### config.mk
export PLATFORM = sky130hd
export DESIGN_NAME = vga_fb_writer
export DESIGN_NICKNAME = d
export VERILOG_FILES = /design/src/rtl/vga_pkg.sv /design/src/rtl/fb_addr_gen.sv /design/src/rtl/vga_fb_writer.sv
export SDC_FILE = /design/constraint.sdc
export NUM_CORES = 1
export LEC_CHECK = 0
export BUFFER_PORTS_ARGS = -buffer_cell sky130_fd_sc_hd__buf_2
export CAP_MARGIN = 25
export CORE_MARGIN = 2
export CORE_UTILIZATION = 35
export DETAILED_ROUTE_END_ITERATION = 10
export PLACE_DENSITY = 0.67
export SETUP_SLACK_MARGIN = 0.15
export SLEW_MARGIN = 0
export SYNTH_ARGS = -nofsm -noshare
export SYNTH_HDL_FRONTEND = slang
export SYNTH_HIERARCHICAL = 1
export SYNTH_SLANG_ARGS = --single-unit
### constraint.sdc
create_clock -name clk -period 3 [get_ports clk]
set_input_delay 0.6 -clock clk [delete_from_list [all_inputs] [get_ports clk]]
set_output_delay 0.6 -clock clk [all_outputs]
set_load 0.005 [all_outputs]
### src/rtl/vga_pkg.sv
// Shared framebuffer geometry and writer state encoding, used by both the
// writer and the display-side reader so the two ends agree on box placement.
`default_nettype none

package vga_pkg;

  typedef enum logic [1:0] {
    IDLE  = 2'd0,
    WRITE = 2'd1,
    DONE  = 2'd2
  } fb_state_t;

  localparam int X_BEGIN   = 270;
  localparam int Y_BEGIN   = 190;
  localparam int X_BOXSIZE = 100;
  localparam int Y_BOXSIZE = 100;
  localparam int FB_STRIDE = 255;

endpackage

`default_nettype wire

### src/rtl/fb_addr_gen.sv
// Column/row walker for the box; produces col + STRIDE*row using a row_base
// accumulator instead of a multiplier.
`default_nettype none

module fb_addr_gen #(
  parameter int BOX_W  = 100,
  parameter int BOX_H  = 100,
  parameter int STRIDE = 255,
  parameter int ADDR_W = 16
) (
  input  logic              clk,
  input  logic              rst,
  input  logic              clear,
  input  logic              advance,
  output logic [ADDR_W-1:0] addr,
  output logic              last
);

  localparam int COL_W = (BOX_W > 1) ? $clog2(BOX_W) : 1;
  localparam int ROW_W = (BOX_H > 1) ? $clog2(BOX_H) : 1;
  localparam logic [COL_W-1:0]  COL_LAST = COL_W'(BOX_W - 1);
  localparam logic [ROW_W-1:0]  ROW_LAST = ROW_W'(BOX_H - 1);
  localparam logic [ADDR_W-1:0] STEP     = ADDR_W'(STRIDE);

  logic [COL_W-1:0]  col, col_cur, col_next;
  logic [ROW_W-1:0]  row, row_cur, row_next;
  logic [ADDR_W-1:0] row_base, base_cur, base_next;

  // clear rewinds to (0,0) first so clear+advance lands on the pixel after origin
  always_comb begin
    col_cur   = clear ? '0 : col;
    row_cur   = clear ? '0 : row;
    base_cur  = clear ? '0 : row_base;
    col_next  = col_cur;
    row_next  = row_cur;
    base_next = base_cur;
    if (advance) begin
      if (col_cur == COL_LAST) begin
        col_next  = '0;
        row_next  = row_cur + ROW_W'(1);
        base_next = base_cur + STEP;
      end else begin
        col_next  = col_cur + COL_W'(1);
      end
    end
  end

  always_ff @(posedge clk) begin
    if (!rst) begin
      col      <= '0;
      row      <= '0;
      row_base <= '0;
    end else begin
      col      <= col_next;
      row      <= row_next;
      row_base <= base_next;
    end
  end

  assign addr = row_base + ADDR_W'(col);
  assign last = (col == COL_LAST) && (row == ROW_LAST);

endmodule

`default_nettype wire

### src/rtl/vga_fb_writer.sv
// Framebuffer writer: turns an SOF-framed valid/ready pixel stream into
// registered single-port RAM writes at col + STRIDE*row.
`default_nettype none

module vga_fb_writer
  import vga_pkg::*;
#(
  parameter int BOX_W  = X_BOXSIZE,
  parameter int BOX_H  = Y_BOXSIZE,
  parameter int STRIDE = FB_STRIDE,
  parameter int ADDR_W = 16
) (
  input  logic              clk,
  input  logic              rst,
  input  logic              s_valid,
  output logic              s_ready,
  input  logic [7:0]        s_data,
  input  logic              s_sof,
  output logic              wr_en,
  output logic [ADDR_W-1:0] wr_addr,
  output logic [7:0]        wr_data,
  output logic              busy,
  output logic              frame_done,
  output logic              err_drop,
  output logic              err_resync
);

  localparam bit SINGLE = (BOX_W == 1) && (BOX_H == 1);

  fb_state_t         state, state_next;
  logic              accept;
  logic              gen_clear, gen_advance, gen_last;
  logic [ADDR_W-1:0] gen_addr;
  logic              wr_en_d, drop_d, resync_d, done_d;
  logic [ADDR_W-1:0] wr_addr_d;

  assign s_ready = rst && (state != DONE);
  assign accept  = s_valid && s_ready;

  fb_addr_gen #(
    .BOX_W  (BOX_W),
    .BOX_H  (BOX_H),
    .STRIDE (STRIDE),
    .ADDR_W (ADDR_W)
  ) u_addr_gen (
    .clk     (clk),
    .rst     (rst),
    .clear   (gen_clear),
    .advance (gen_advance),
    .addr    (gen_addr),
    .last    (gen_last)
  );

  always_ff @(posedge clk) begin
    if (!rst) state <= IDLE;
    else      state <= state_next;
  end

  always_comb begin
    state_next  = state;
    gen_clear   = 1'b0;
    gen_advance = 1'b0;
    wr_en_d     = 1'b0;
    wr_addr_d   = gen_addr;
    drop_d      = 1'b0;
    resync_d    = 1'b0;
    done_d      = 1'b0;
    case (state)
      IDLE: begin
        if (accept) begin
          if (s_sof) begin
            wr_en_d     = 1'b1;
            wr_addr_d   = '0;
            gen_clear   = 1'b1;
            gen_advance = 1'b1;
            done_d      = SINGLE;
            state_next  = SINGLE ? DONE : WRITE;
          end else begin
            drop_d      = 1'b1;
          end
        end
      end
      WRITE: begin
        if (accept) begin
          wr_en_d     = 1'b1;
          gen_advance = 1'b1;
          if (s_sof) begin
            // restart the frame at origin; this beat is pixel (0,0)
            resync_d   = 1'b1;
            wr_addr_d  = '0;
            gen_clear  = 1'b1;
            done_d     = SINGLE;
            state_next = SINGLE ? DONE : WRITE;
          end else if (gen_last) begin
            done_d     = 1'b1;
            state_next = DONE;
          end
        end
      end
      DONE:    state_next = IDLE;
      default: state_next = IDLE;
    endcase
  end

  always_ff @(posedge clk) begin
    if (!rst) begin
      wr_en      <= 1'b0;
      wr_addr    <= '0;
      wr_data    <= '0;
      busy       <= 1'b0;
      frame_done <= 1'b0;
      err_drop   <= 1'b0;
      err_resync <= 1'b0;
    end else begin
      wr_en      <= wr_en_d;
      if (wr_en_d) begin
        wr_addr  <= wr_addr_d;
        wr_data  <= s_data;
      end
      busy       <= (state_next == WRITE);
      frame_done <= done_d;
      err_drop   <= drop_d;
      err_resync <= resync_d;
    end
  end

endmodule

`default_nettype wire

==> impl_metrics.tcl, run 1 <==
set metrics [dict create \
    ctsHtreeMaxLevel 3 \
    seq_power_share 0.481 \
    rsz0062_at_grt "no" \
    die_area_mm2 0.009888 \
    synthesis.nets 391 \
    postRouteAntennaNets 0 \
    slowest_delay_ps 430 \
    ir_worst_vdd_mv 0.1955 \
    synth_enable_flop_cells 0 \
    hp-class "flop to flop" \
    post-cts-setup-buffers 0 \
    crit_required_ps 3280 \
    ys_ff_latch 61 \
    worstPathMaxFanout 9 \
    crit_chain "and3b_1 > and2_1 > nand2b_1 > inv_1 > ha_1 > nand4b_1 > or2_1 > or4_1 > a21oi_1" \
    synthFlopType "dfxtp_1" \
    comb_power_share 0.054 \
    cp-startpoint "state[1]" \
    avgViaCountPerCell 5.342 \
    endpoint_kind "flop" \
    synth_cell_types 51 \
    rows 34 \
    cp_top_family "simple AND/OR/NAND/NOR gates" \
    clk_latency_ps 340 \
    holdCritStartpoint "wr_data[1]" \
    p_clk_frac 0.464 \
    synthArstFlopShare 0 \
    nNetsFinal 427 \
    drive_above_1_share 0.2146 \
    synth.avg_cell_area_um2 8.640 \
    whs_path_depth 2 \
    synth_area_leader_cell "dfxtp_1" \
    io_buffers 41 \
    maxCapViolations 0 \
    clkTransAtPathRegs_ps 70 \
    ctsLongestPathBuffers 2 \
    relSlewSlack 0.4736 \
    vias 2767 \
    reg2reg_setup_slack_ps 420 \
    die_h_um 99.44 \
    fin_tns_setup_ps 0 \
    cts.sinks 61 \
    p_leak_nw 1.432 \
    finalWirelength_um 7100 \
    finalCritPeriodShare 0.8598 \
    io_pins 42 \
    fin_skew_ps 5.463 \
    outcome "finished, final reports clean" \
    synth.most_common_cell "dfxtp_1" \
    cts_tree "done" \
    yosys_warnings 6 \
    cp_data_arrival_time_ps 2860 \
    die_w_um 99.44 \
    dp_hpwl_um 5147 \
    cp.depth 9 \
    drv_slew 0 \
    final_hold_viol_count 0 \
    dpl.cell_count 502 \
    worstMarginPinSlew_ps 788.0 \
    grt_overflow 0 \
    synth_common_cells "61 x dfxtp_1, 43 x nand2_1, 24 x xnor2_1" \
    reg2reg_from "state[1]" \
    grt_pass1_wl_um 12180 \
    nFillCells 862 \
    seq_area_frac_synth 0.3830 \
    place_congestion 0.9011 \
    path_class "flop to flop" \
    critical_path_buf_inv_count 1 \
    drtPass1Iterations 4 \
    p_sw_frac 0.2327 \
    numCtsBuffers 9 \
    coreArea_mm2 0.008763 \
    grt_use_total 0.1534 \
    wl_per_cell_um 13.71 \
    start_util 0.3638 \
    worst_path_max_delay_cell "or4_1" \
    holdBufCountCts 0 \
    worstRegToRegCells 9 \
    drt_iter0_markers 143 \
    area_growth_pct 14.84 \
    fin_crit_ps 2580 \
    cts_root_buffer "clkbuf_8" \
    insertedDiodeCount 0 \
    p_per_area_mw_per_mm2 470.1 \
    power.switching_mw 0.4005 \
    drc 0 \
    max_freq_mhz 387.7 \
    cp-start-kind "flop" \
    cts-resized-gates 0 \
    synth_cells 369 \
    antenna_found_initial 0 \
    intPower_mw 1.321 \
    synth_top_area_frac 0.3830 \
    stdcell_count 518 \
    grt_start_max_net_pins 40 \
    grt_pass1_vias 2637 \
    synth.area.top_cells "dfxtp_1 38%, xnor2_1 6.6%, o21ai_2 5.2%" \
    setup_violations 0 \
    synth_area_mm2 0.003188 \
]
[layout make-up]
| class | instances | area, um2 | area share |
|---|---|---|---|
| multi-input cells | 269 | 1760 | 0.4809 |
| flip-flops and latches | 61 | 1221 | 0.3336 |
| repair buffers | 51 | 280.3 | 0.07656 |
| well taps | 108 | 135.1 | 0.03691 |
| clock buffers | 10 | 127.6 | 0.03486 |
| clock inverters | 6 | 87.58 | 0.02392 |
| inverters | 13 | 48.80 | 0.01333 |
[cell usage in the layout, fill, tap and decap left out, types with 4 or more instances in the layout]
master    netlist  routed
dfxtp_1        61      61
nand2_1        43      43
buf_2           3      41
xnor2_1        24      24
nor2_1         22      22
o21ai_2        19      19
nand3_1        18      18
nand4_1        16      16
inv_1          13      13
o21ai_0        11      11
buf_4           0      10
clkbuf_8        0       9
nor3_1          9       9
ha_1            9       9
nor2b_1         7       7
o21a_1          7       7
o211ai_1        7       7
a21oi_1         7       7
nor4_1          7       7
and2_1          5       5
or4_1           5       5
a21boi_0        4       4
nand4b_1        4       4
and3_1          4       4
[metrics by stage]
stage	utilization	total power [mW]	instance area [um2]	hold WS, ps	setup slack, ps
after global placement	0.3932	0.9390	3446	440.8	257.5
after detailed placement	0.3932	0.9410	3446	448.7	117.3
after CTS	0.4178	1.742	3661	453.0	457.2
after global routing	0.4178	1.786	3661	477.0	249.2
after floorplan	-	0.9121	3188	431.2	185.8
final	0.4178	1.721	3661	457.5	420.5
[state kept, by name, indices dropped and copies added (netlist names)]
register and flops:
busy 1, err_drop 1, err_resync 1, frame_done 1, state 2, u_addr_gen/col 7
u_addr_gen/row 7, u_addr_gen/row_base 16, wr_addr 16, wr_data 8, wr_en 1
[power by group through the flow]
stage                     clock network, mW  registers, mW  logic, mW
after detailed placement                  0          0.847     0.0937
after global routing                  0.852          0.830      0.104
after CTS                             0.819          0.829     0.0942
after global placement                    0          0.847     0.0923
after floorplan                           0          0.846     0.0665
final                                 0.799          0.829     0.0934
[worst paths after layout]
check                                                to
worst max register to register  u_addr_gen/row_base[13]
worst max-delay path            u_addr_gen/row_base[13]
worst min-delay path                         wr_data[1]
worst min register to register               wr_data[1]
[kinds of logic (layout without fill, tap and decap cells)]
logic type                 count (synthesis)  after routing  share of synthesized area
xor gates and xnor gates                  27             27                    0.07418
AOI/OAI and AO/OA                         69             69                     0.1597
and+or+nand+nor                          161            161                     0.2704
muxes                                      2              2                   0.006280
DFF                                       61             61                     0.3830
buffers and inverters                     39             80                    0.06475
adders and majority gates                 10             10                    0.04160
[worst min-delay path, cell delays in order (launching register included)]
cell	delay (ps)
dfxtp_1	310
nand2_1	50
o21ai_0	60
[routing by layer]
layer,vias to the layer above,GRT usage,wire length [um],share of wire
met5,-,0,0,0
met4,0,0.07903,180,0.025
met3,19,0.04006,369,0.052
met2,72,0.2516,3260,0.46
met1,1287,0.1852,3289,0.46
li1,1389,-,-,-
No activity file was read; power rests on OpenSTA's default activity.
==> run 2: changes to the inputs <==
--- a/config.mk
+++ b/config.mk
@@ -5,7 +5,7 @@
 export SDC_FILE = /design/constraint.sdc
 export NUM_CORES = 1
 export LEC_CHECK = 0
-export BUFFER_PORTS_ARGS = -buffer_cell sky130_fd_sc_hd__buf_2
+export BUFFER_PORTS_ARGS = -buffer_cell sky130_fd_sc_hd__clkbuf_2
 export CAP_MARGIN = 25
 export CORE_MARGIN = 2
 export CORE_UTILIZATION = 35
==> run 2 against run 1 <==
Against the previous run:
- setup slack better by 94 ps
- global-route usage fell by 0.39 points
- first-iteration DRC count stayed put
- highest routed layer unchanged
- register-to-register slack better by 90 ps
- clock power increased by 14%
- critical endpoint is now u_addr_gen/row_base[10]
- clock skew grew 1.8 ps
- non-clock buffer count is the same
- clock-buffer cell count unchanged
==> impl_metrics.tcl, run 2 (same netlist as run 1, synthesis figures left out) <==
set metrics [dict create \
    final_hold_viol_count 0 \
    cp-startpoint "state[1]" \
    endpoint_kind "flop" \
    drtPass1Iterations 4 \
    numCtsBuffers 9 \
    p_total_mw 1.830 \
    rsz0062_at_grt "no" \
    vias 2759 \
    io_pins 42 \
    post-cts-setup-buffers 0 \
    worstMarginPinSlew_ps 871.2 \
    drive_above_1_share 0.2171 \
    hp-class "flop to flop" \
    crit_required_ps 3270 \
    ir_worst_vdd_mv 0.1819 \
    path_class "flop to flop" \
    grt_overflow 0 \
    worst_r2r_endpoint "u_addr_gen/row_base[10]" \
    drt_iter0_markers 143 \
    ctsHtreeMaxLevel 3 \
    antenna_found_initial 0 \
    die_w_um 99.44 \
    insertedDiodeCount 0 \
    fin_tns_setup_ps 0 \
    cp-start-kind "flop" \
    coreArea_mm2 0.008763 \
    ctsLongestPathBuffers 2 \
    maxCapViolations 0 \
    final_area_mm2 0.003694 \
    wl_per_cell_um 13.84 \
    die_h_um 99.44 \
    finalWirelength_um 7168 \
    cts_root_buffer "clkbuf_8" \
    finalCritPeriodShare 0.8285 \
    worstPathMaxFanout 10 \
    start_util 0.3638 \
    drv_slew 0 \
    post-route-util 0.4215 \
    top_regs "u_addr_gen/row_base (16), wr_addr (16), wr_data (8)" \
    holdBufCountCts 0 \
    cts-resized-gates 0 \
    io_buffers 41 \
    clkTransAtPathRegs_ps 70 \
    grt_pass1_vias 2591 \
    grt_pass1_wl_um 11930 \
    p_leak_nw 1.430 \
    reg2reg_from "state[1]" \
    postRouteAntennaNets 0 \
    nNetsFinal 427 \
    layout_common_cells "61 x dfxtp_1, 43 x nand2_1, 41 x clkbuf_2" \
    cts_tree "done" \
    place_congestion 0.8733 \
    die_area_mm2 0.009888 \
    final_common_cell "dfxtp_1" \
    avgViaCountPerCell 5.326 \
    fin_skew_ps 7.309 \
    drc 0 \
    cts.sinks 61 \
    p_per_area_mw_per_mm2 495.5 \
    area_growth_pct 15.86 \
    worstRegToRegCells 9 \
    fin_crit_ps 2485 \
    min_to "wr_addr[13]" \
    rows 34 \
    max_freq_mhz 402.3 \
    grt_start_max_net_pins 40 \
    outcome "finished, final reports clean" \
    place_area_mm2 0.003446 \
    holdCritStartpoint "wr_addr[13]" \
    dp_hpwl_um 5129 \
    reg2reg_setup_slack_ps 510 \
    relSlewSlack 0.4180 \
    setup_violations 0 \
    hold_ws_ps 458.3 \
    whs_path_depth 2 \
    grt_use_total 0.1495 \
    clk_latency_ps 350 \
    cp_data_arrival_time_ps 2760 \
]
[run 2: final cells by class]
| cell class | count | area [um2] |
|---|---|---|
| timing repair buffer | 51 | 280.3 |
| clock inverter | 6 | 110.1 |
| clock buffer | 10 | 137.6 |
| inverter | 13 | 48.80 |
| tap | 108 | 135.1 |
| multi-input combinational | 269 | 1760 |
| fill | 887 | 5070 |
| sequential | 61 | 1221 |
[run 2: per-layer routing]
metal,global-route usage,vias to the layer above,part of all wire
met3,0.02741,17,0.051
met2,0.2484,90,0.46
met1,0.1872,1265,0.47
met4,0.07165,0,0.024
li1,-,1387,-
met5,0,-,0
[run 2: critical path, cell delays in order (launching register included)]
cell and delay [ps]:
dfxtp_1 370, and3b_1 200, and2_1 260, nand2b_1 220
inv_1 70, ha_1 220, nand4b_1 130, or2_1 340
or4_1 440, a21oi_1 160
[run 2: power by group]
part	internal [mW]	switching [mW]	leakage [nW]
combinational	0.0334	0.0623	0.818
sequential	0.821	0.00616	0.493
clock	0.573	0.335	0.119
[run 2: how the worst max path moves through the flow]
| stage | cells past startpoint | slack [ps] | to |
|---|---|---|---|
| floorplan | 12 | 190 | u_addr_gen/row_base[10] |
| finish | 9 | 510 | u_addr_gen/row_base[10] |
| global placement | 10 | 320 | u_addr_gen/row_base[13] |
| global route | 9 | 200 | u_addr_gen/row_base[3] |
| detailed placement | 10 | 250 | u_addr_gen/row_base[10] |
| CTS | 9 | 530 | u_addr_gen/row_base[10] |
[run 2: through the flow]
stage                     worst slack (ps)  std cells
final                                514.5        518
after global routing                 199.9        518
after CTS                            528.7        518
after detailed placement             249.3        502
after global placement               320.6        502
after floorplan                      185.8        369
==> run 3: changes to the inputs <==
==> constraint.sdc (replaced) <==
create_clock -name clk -period 2.2 [get_ports clk]
set_input_delay 0.44 -clock clk [delete_from_list [all_inputs] [get_ports clk]]
set_output_delay 0.44 -clock clk [all_outputs]
set_load 0.005 [all_outputs]
==> run 3 against run 2 <==
Against the previous run:
- setup slack got worse by 370 ps
- via count rose by 6.5%
- register-to-register slack worse by 370 ps
- sequential power grew 37%
- hold slack worse by 140 ps
- combinational power grew 54%
- critical path depth unchanged
- maximum frequency increased by 21%
- sequential share of layout area fell by 2.7 points
- power is 31% higher
- largest cell class unchanged
==> impl_metrics.tcl, run 3 (same netlist as run 1, synthesis figures left out) <==
set metrics [dict create \
    antenna_found_initial 0 \
    cp-start-kind "flop" \
    seq_area_mm2 0.001229 \
    grt_pass1_vias 2912 \
    area_growth_pct 27.04 \
    fin_crit_ps 2053 \
    maxCapViolations 0 \
    finalCritPeriodShare 0.9333 \
    holdBufCountCts 0 \
    die_w_um 99.44 \
    hp-class "input pin to flop" \
    coreArea_mm2 0.008763 \
    cts_tree "done" \
    grt_start_max_net_pins 40 \
    worstMarginPinSlew_ps 481.1 \
    die_h_um 99.44 \
    numCtsBuffers 9 \
    post-route-util 0.4622 \
    io_pins 42 \
    clkTransAtPathRegs_ps 70 \
    worst_path_max_delay_cell "or4_1" \
    drive_above_1_share 0.3349 \
    p_leak_nw 1.556 \
    die_area_mm2 0.009888 \
    start_util 0.3638 \
    vias 2937 \
    endpoint_kind "flop" \
    cp_data_arrival_time_ps 2330 \
    ctsHtreeMaxLevel 3 \
    p_per_area_mw_per_mm2 592.4 \
    multi_input_area_mm2 0.001926 \
    io_buffers 41 \
    slowest_delay_ps 390 \
    path_class "flop to flop" \
    insertedDiodeCount 0 \
    fin_skew_ps 7.384 \
    layout_common_cells "55 x dfxtp_1, 43 x nand2_1, 41 x clkbuf_2" \
    rows 34 \
    grt_overflow 0 \
    max_freq_mhz 487.0 \
    cts_root_buffer "clkbuf_8" \
    postRouteAntennaNets 0 \
    outcome "finished, final reports clean" \
    nFillCells 828 \
    finalWirelength_um 7928 \
    crit_chain "and3b_1 > and2_4 > nand2b_4 > inv_2 > ha_4 > nand4b_1 > or2_4 > or4_1 > a21oi_1" \
    grt_pass1_wl_um 13340 \
    final_hold_viol_count 0 \
    grt_use_total 0.1676 \
    ctsLongestPathBuffers 2 \
    rsz0062_at_grt "yes" \
    drc 0 \
    drtPass1Iterations 4 \
    clk_latency_ps 340 \
    cts.sinks 61 \
    avgViaCountPerCell 5.399 \
    setup_violations 0 \
    drt_iter0_markers 168 \
    relSlewSlack 0.6786 \
    drv_slew 0 \
    hold_ws_ps 317.4 \
    place_congestion 0.8610 \
    nNetsFinal 453 \
    worstPathMaxFanout 6 \
    final_common_cell "dfxtp_1" \
    top_regs "u_addr_gen/row_base (16), wr_addr (16), wr_data (8)" \
    dp_hpwl_um 5652 \
    ir_worst_vdd_mv 0.2245 \
    crit_required_ps 2480 \
    wl_per_cell_um 14.57 \
]
[run 3: changes by cell type in the layout (fill, tap and decap cells not counted), moves of 4 or more]
| cell | delta |
|---|---|
| buf_4 | +23 |
| dfxtp_1 | -6 |
| dfxtp_2 | +6 |
| ha_1 | -4 |
| nor4_1 | -6 |
| nor4_2 | +4 |
[run 3: critical path, delay by kind of cell, from the launching register on]
kind,cells,cell delay [ps]
AOI/OAI and AO/OA,1,150
adders and majority gates,1,130
DFF,1,330
and+or+nand+nor,6,1300
buffers and inverters,1,60
[run 3: cell type report]
type,instances,area share
well taps,108,0.03336
clock inverters,7,0.02410
repair buffers,77,0.1211
flip-flops and latches,61,0.3034
clock buffers,9,0.03058
inverters,13,0.01205
multi-input cells,269,0.4754
[run 3: power by group]
group | switching (mW) | leakage [nW] | internal [mW] | total, mW
clock network | 0.484 | 0.106 | 0.641 | 1.12
logic | 0.0894 | 0.954 | 0.0581 | 0.147
registers | 0.00799 | 0.496 | 1.12 | 1.13
[run 3: path summary, 6_finish.rpt]
check,startpoint,to,slack (ps),cells past startpoint
worst min register to register,wr_addr[13],wr_addr[13],460,2
worst max-delay path,state[1],u_addr_gen/row_base[10],150,9
worst min-delay path,s_data[0],wr_data[0],320,3
worst max register to register,state[1],u_addr_gen/row_base[10],150,9
[run 3: stage by stage]
| step | power, mW | worst slack [ps] | std cells | cell area, um2 | setup TNS, ps |
|---|---|---|---|---|---|
| floorplan | 1.251 | -294.6 | 369 | 3266 | -2153 |
| global placement | 1.296 | -33.21 | 524 | 3672 | -63.49 |
| detailed placement | 1.297 | -63.33 | 524 | 3672 | -197.6 |
| CTS | 2.418 | 156.7 | 543 | 3958 | 0 |
| global route | 2.489 | 63.94 | 544 | 4050 | 0 |
| finish | 2.399 | 146.8 | 544 | 4050 | 0 |
[run 3: per-layer routing]
layer / GRT usage / up-vias / wire, um
met4: 0.05901 / 0 / 96
met1: 0.2030 / 1413 / 3544
met2: 0.2890 / 78 / 3926
li1: - / 1439 / -
met3: 0.04146 / 7 / 359
met5: 0 / - / 0
[run 3: repair_timing]
item	CTS	global route
resized for setup	11	18
endpoints found under the setup margin	15	22
setup buffers	3	1
pin swaps	4	4
